--- src/rtl/digit_scan_mux.sv ---
// Multiplexed 4-digit display scanner with frame-coherent updates.
// Define DIGIT_BLANK_EN to enable leading-zero blanking on DS2/DS3.
module digit_scan_mux #(
    parameter int SCAN_DIV = 16
) (
    input  logic       clk,
    input  logic       rst_n,
    input  logic       eoc,
    input  logic       du,
    input  logic [3:0] units,
    input  logic [3:0] tens,
    input  logic [3:0] hund,
    input  logic       thou,
    input  logic       pol,
    input  logic       ovr,
    input  logic       udr,
    output logic [3:0] ds,
    output logic [3:0] q,
    output logic       upd
);

    localparam int DW = (SCAN_DIV > 2) ? $clog2(SCAN_DIV) : 1;
    localparam logic [DW-1:0] DMAX = DW'(SCAN_DIV - 1);

    typedef enum logic [3:0] {
        DS1 = 4'b1000,
        DS2 = 4'b0100,
        DS3 = 4'b0010,
        DS4 = 4'b0001
    } scan_t;

    scan_t         r_state;
    scan_t         w_state_nxt;
    logic [DW-1:0] r_div;
    logic [15:0]   r_sh;
    logic [15:0]   r_disp;
    logic          r_pend;
    logic [3:0]    r_q;
    logic          r_upd;

    logic          w_wrap;
    logic          w_cap;
    logic          w_xfer;
    logic [15:0]   w_disp_nxt;
    logic [3:0]    w_q_nxt;

    assign w_wrap     = (r_div == DMAX);
    assign w_cap      = eoc & du;
    assign w_xfer     = w_wrap & (r_state == DS4) & r_pend;
    assign w_disp_nxt = w_xfer ? r_sh : r_disp;

    always_ff @(posedge clk or negedge rst_n) begin
        if (!rst_n) begin
            r_div <= '0;
        end else if (w_wrap) begin
            r_div <= '0;
        end else begin
            r_div <= r_div + 1'b1;
        end
    end

    always_ff @(posedge clk or negedge rst_n) begin
        if (!rst_n) begin
            r_state <= DS1;
        end else begin
            r_state <= w_state_nxt;
        end
    end

    always_comb begin
        w_state_nxt = r_state;
        if (w_wrap) begin
            unique case (r_state)
                DS1:     w_state_nxt = DS2;
                DS2:     w_state_nxt = DS3;
                DS3:     w_state_nxt = DS4;
                DS4:     w_state_nxt = DS1;
                default: w_state_nxt = DS1;
            endcase
        end
    end

    // Transfer reads the old shadow before a same-edge capture overwrites it.
    always_ff @(posedge clk or negedge rst_n) begin
        if (!rst_n) begin
            r_sh   <= '0;
            r_pend <= 1'b0;
            r_disp <= '0;
            r_upd  <= 1'b0;
        end else begin
            r_upd <= w_xfer;
            if (w_xfer) begin
                r_disp <= r_sh;
            end
            if (w_cap) begin
                r_sh   <= {thou, pol, ovr, udr, hund, tens, units};
                r_pend <= 1'b1;
            end else if (w_xfer) begin
                r_pend <= 1'b0;
            end
        end
    end

`ifdef DIGIT_BLANK_EN
    logic w_blank2;
    logic w_blank3;

    assign w_blank2 = ~w_disp_nxt[15] & (w_disp_nxt[11:8] == 4'd0);
    assign w_blank3 = w_blank2 & (w_disp_nxt[7:4] == 4'd0);

    always_comb begin
        w_q_nxt = w_disp_nxt[15:12];
        unique case (w_state_nxt)
            DS1:     w_q_nxt = w_disp_nxt[15:12];
            DS2:     w_q_nxt = w_blank2 ? 4'hF : w_disp_nxt[11:8];
            DS3:     w_q_nxt = w_blank3 ? 4'hF : w_disp_nxt[7:4];
            DS4:     w_q_nxt = w_disp_nxt[3:0];
            default: w_q_nxt = w_disp_nxt[15:12];
        endcase
    end
`else
    always_comb begin
        w_q_nxt = w_disp_nxt[15:12];
        unique case (w_state_nxt)
            DS1:     w_q_nxt = w_disp_nxt[15:12];
            DS2:     w_q_nxt = w_disp_nxt[11:8];
            DS3:     w_q_nxt = w_disp_nxt[7:4];
            DS4:     w_q_nxt = w_disp_nxt[3:0];
            default: w_q_nxt = w_disp_nxt[15:12];
        endcase
    end
`endif

    // q follows the strobe it will be shown with, so it loads with ds.
    always_ff @(posedge clk or negedge rst_n) begin
        if (!rst_n) begin
            r_q <= 4'b0000;
        end else begin
            r_q <= w_q_nxt;
        end
    end

    assign ds  = r_state;
    assign q   = r_q;
    assign upd = r_upd;

endmodule

--- config.mk ---
export PLATFORM = sky130hd
export DESIGN_NAME = digit_scan_mux
export DESIGN_NICKNAME = d
export VERILOG_FILES = /design/src/rtl/digit_scan_mux.sv
export SDC_FILE = /design/constraint.sdc
export NUM_CORES = 1
export LEC_CHECK = 0
export BUFFER_PORTS_ARGS = -buffer_cell sky130_fd_sc_hd__buf_4
export CELL_PAD_IN_SITES_DETAIL_PLACEMENT = 1
export CELL_PAD_IN_SITES_GLOBAL_PLACEMENT = 2
export CORE_ASPECT_RATIO = 0.5
export CORE_MARGIN = 8
export CORE_UTILIZATION = 35
export DETAILED_ROUTE_END_ITERATION = 12
export PLACE_DENSITY = 0.74
export SLEW_MARGIN = 25
export SYNTH_ARGS = -nofsm -noshare
export SYNTH_HDL_FRONTEND = slang
export SYNTH_SLANG_ARGS = --single-unit
--- constraint.sdc ---
create_clock -name clk -period 2.3 [get_ports clk]
set_input_delay 0.115 -clock clk [delete_from_list [all_inputs] [get_ports clk]]
set_output_delay 0.115 -clock clk [all_outputs]
set_load 0.1 [all_outputs]
==> results.yml <==
power:
  max-vdd-ir-drop_mv: 0.286
  power_density_nw_per_um2: 684
  totalPowerFinal_mw: 1.78
  power.leakage_nw: 1.26
clocking:
  clockBufferDepth: 2
  insertion_delay_ps: 280
  numCtsBuffers: 5
  cts_resized: 0
  clk_pin_slew_ps: 60
  cts_root_buf: "clkbuf_16"
  cts-htree-levels: 2
  cts_tree: "yes"
  cts.sinks: 46
routing:
  first_iter_violations: 70
  drcViolationCount: 0
  wl_met1_um: 2390
  vias: 1503
  top_layer: "met4"
  wl_um: 4810
  wl_met3_um: 157
  ant_nets: 0
  via_per_inst: 5.04
  wire_per_inst_um: 16.1
  drt_first_pass_iters: 4
  wl_met2_um: 2220
setup_path:
  crit_family: "simple AND/OR/NAND/NOR gates"
  crit_chain: "or4b_4 > or2_1 > mux2i_1 > a32oi_1"
  cp-start-kind: "register"
  cp.required_ps: 2450
  worstSetupEndpointType: "register"
  crit_slowest_cell: "or4b_4"
  r2r_slack_ps: 310
  slowest_delay_ps: 620
  cp_data_arrival_time_ps: 2140
  path_class: "register to register"
  worst-path-buf-inv: 0
  path_max_fanout: 10
cells_and_area:
  n_antenna_cell: 0
  area_delta_synth_final_pct: 20.3
  layout.nets: 241
  final_area_um2: 2600
  drive_gt1_frac: 0.308
synth:
  synth_top_cell_by_area: "dfrtp_1"
  avgSynthCellArea_um2: 11.3
  yosysMostFrequentCell: "dfrtp_1"
  synthTopCellsByCount: "dfrtp_1, mux2_2, nand2_1, inv_1, or2_1"
  synth-compound-area-share: 0.126
  synth_top_cell_area_share: 0.522
  netlist_area_um2: 2160
  synth_cells: 191
  synthMuxAreaShare: 0.112
  synth_xor_area_frac: 0.00406
  synth_top_family_by_area: "simple AND/OR/NAND/NOR gates"
  ys_warn_count: 0
  synth_area_leaders: "dfrtp_1, mux2_2, nor3_2"
  synth_seq_cells: 46
  synth_seq_area_share: 0.534
  synthFlopType: "dfrtp_1"
  synth_edf_count: 0
  syn_nets: 212
  synthAdderAreaFrac: 0.00580
  synth-async-reset-ratio: 1.00
  synth.distinct_cells: 35
  yosys.area_share.simple: 0.155
sta:
  layout_min_cycle_time_ps: 1990
  setup-violations-final: 0
  fmax_ghz: 0.503
  slew_violations: 0
  rsz0062_at_grt: "no"
  fin_crit_sh: 0.865
  worst_slew_margin_rel: 0.493
  skew_ps: 6.56
  setup_tns_ps: 0
  worstMarginPinSlew_ps: 758
  finalHoldViolations: 0
grt:
  grt_max_degree: 47
  grt_pass1_vias: 1669
  grt_usage: 0.116
  grt_pass1_wl_um: 8290
  grt_overflow_total: 0
  antenna_found_initial: 0
die:
  rows: 20
  die_x_um: 127
  start_util: 0.359
  dieArea_um2: 9090
  fp.dieH_um: 71.5
  ios: 29
  core_area_um2: 6010
placed_design:
  gp_congestion: 0.717
  io_buffers: 28
  dp_hpwl_um: 3540
  dpl_cell_area_um2: 2420
job:
  maxCapViolations: 0
status:
  outcome: "completed"
min_path:
  hold_path_class: "input port to register"
[power by group]
group / switching (mW) / total, mW / internal [mW] / leakage, nW
registers: 0.0225 / 0.874 / 0.851 / 0.587
clock network: 0.287 / 0.801 / 0.514 / 0.0781
logic: 0.0433 / 0.102 / 0.0591 / 0.598
[per-layer routing]
layer | track usage | vias to the layer above
met5 | 0 | -
met4 | 0.0431 | 0
met3 | 0.0289 | 4
met2 | 0.184 | 26
met1 | 0.150 | 742
li1 | - | 731
[kinds of logic after synthesis]
logic type | count (synthesis)
buffers and inverters | 27
DFF | 46
adders and majority gates | 1
and+or+nand+nor | 56
xor gates and xnor gates | 1
muxes | 22
AOI/OAI and AO/OA | 38
[what timing repair did]
action                                  CTS  global route
endpoints found under the setup margin    0             0
hold endpoints to repair                 45             0
buffers inserted                          0             0
hold buffers                              1             0
[cells in the final DEF (no fill, tap or decap), types with 2 or more instances in the layout]
master     count
a21oi_1        6
a32oi_1        4
buf_4         33
clkbuf_1       2
clkbuf_16      5
dfrtp_1       44
inv_1         14
mux2_2        17
mux2i_1        5
nand2_1       17
nand2b_1       4
nand3_1        2
nand4_1        6
nor2_1         4
nor3_2         8
nor3b_1        2
o211ai_1       8
o21a_1         8
o21ai_0        4
o221ai_1       4
or2_1          9
[through the flow]
| stage | worst slack, ps | instances | hold WS (ps) | utilization |
|---|---|---|---|---|
| after floorplan | 12.1 | 191 | -181 | - |
| after global placement | 357 | 289 | 162 | 0.404 |
| after detailed placement | 314 | 289 | 169 | 0.404 |
| after CTS | 299 | 298 | 58.0 | 0.432 |
| after global routing | 149 | 298 | 58.0 | 0.432 |
| final | 310 | 298 | 61.3 | 0.432 |
[worst paths after layout]
check / from / end / depth (start not counted)
min in group asynchronous: rst_n / r_sh[5] / 2
max in group asynchronous: rst_n / ds[2] / 2
setup reg to reg: ds[1] / q[2] / 4
hold reg to reg: r_sh[2] / r_disp[2] / 2
setup / recovery: ds[1] / q[2] / 4
hold / removal: tens[2] / r_sh[6] / 2
[area by class of cell]
type / count / area, um^2
clock inverter: 1 / 30.0
sequential: 46 / 1150
tap: 77 / 96.3
timing repair buffer: 34 / 258
fill: 681 / 3410
multi-input combinational: 118 / 870
clock buffer: 7 / 133
inverter: 15 / 56.3
[state kept, by name, indices dropped and copies added, names as in the netlist]
register	cells
r_disp	16
r_sh	16
ds	4
q	4
r_div	4
r_pend	1
upd	1
No activity file was read; power rests on OpenSTA's default activity.
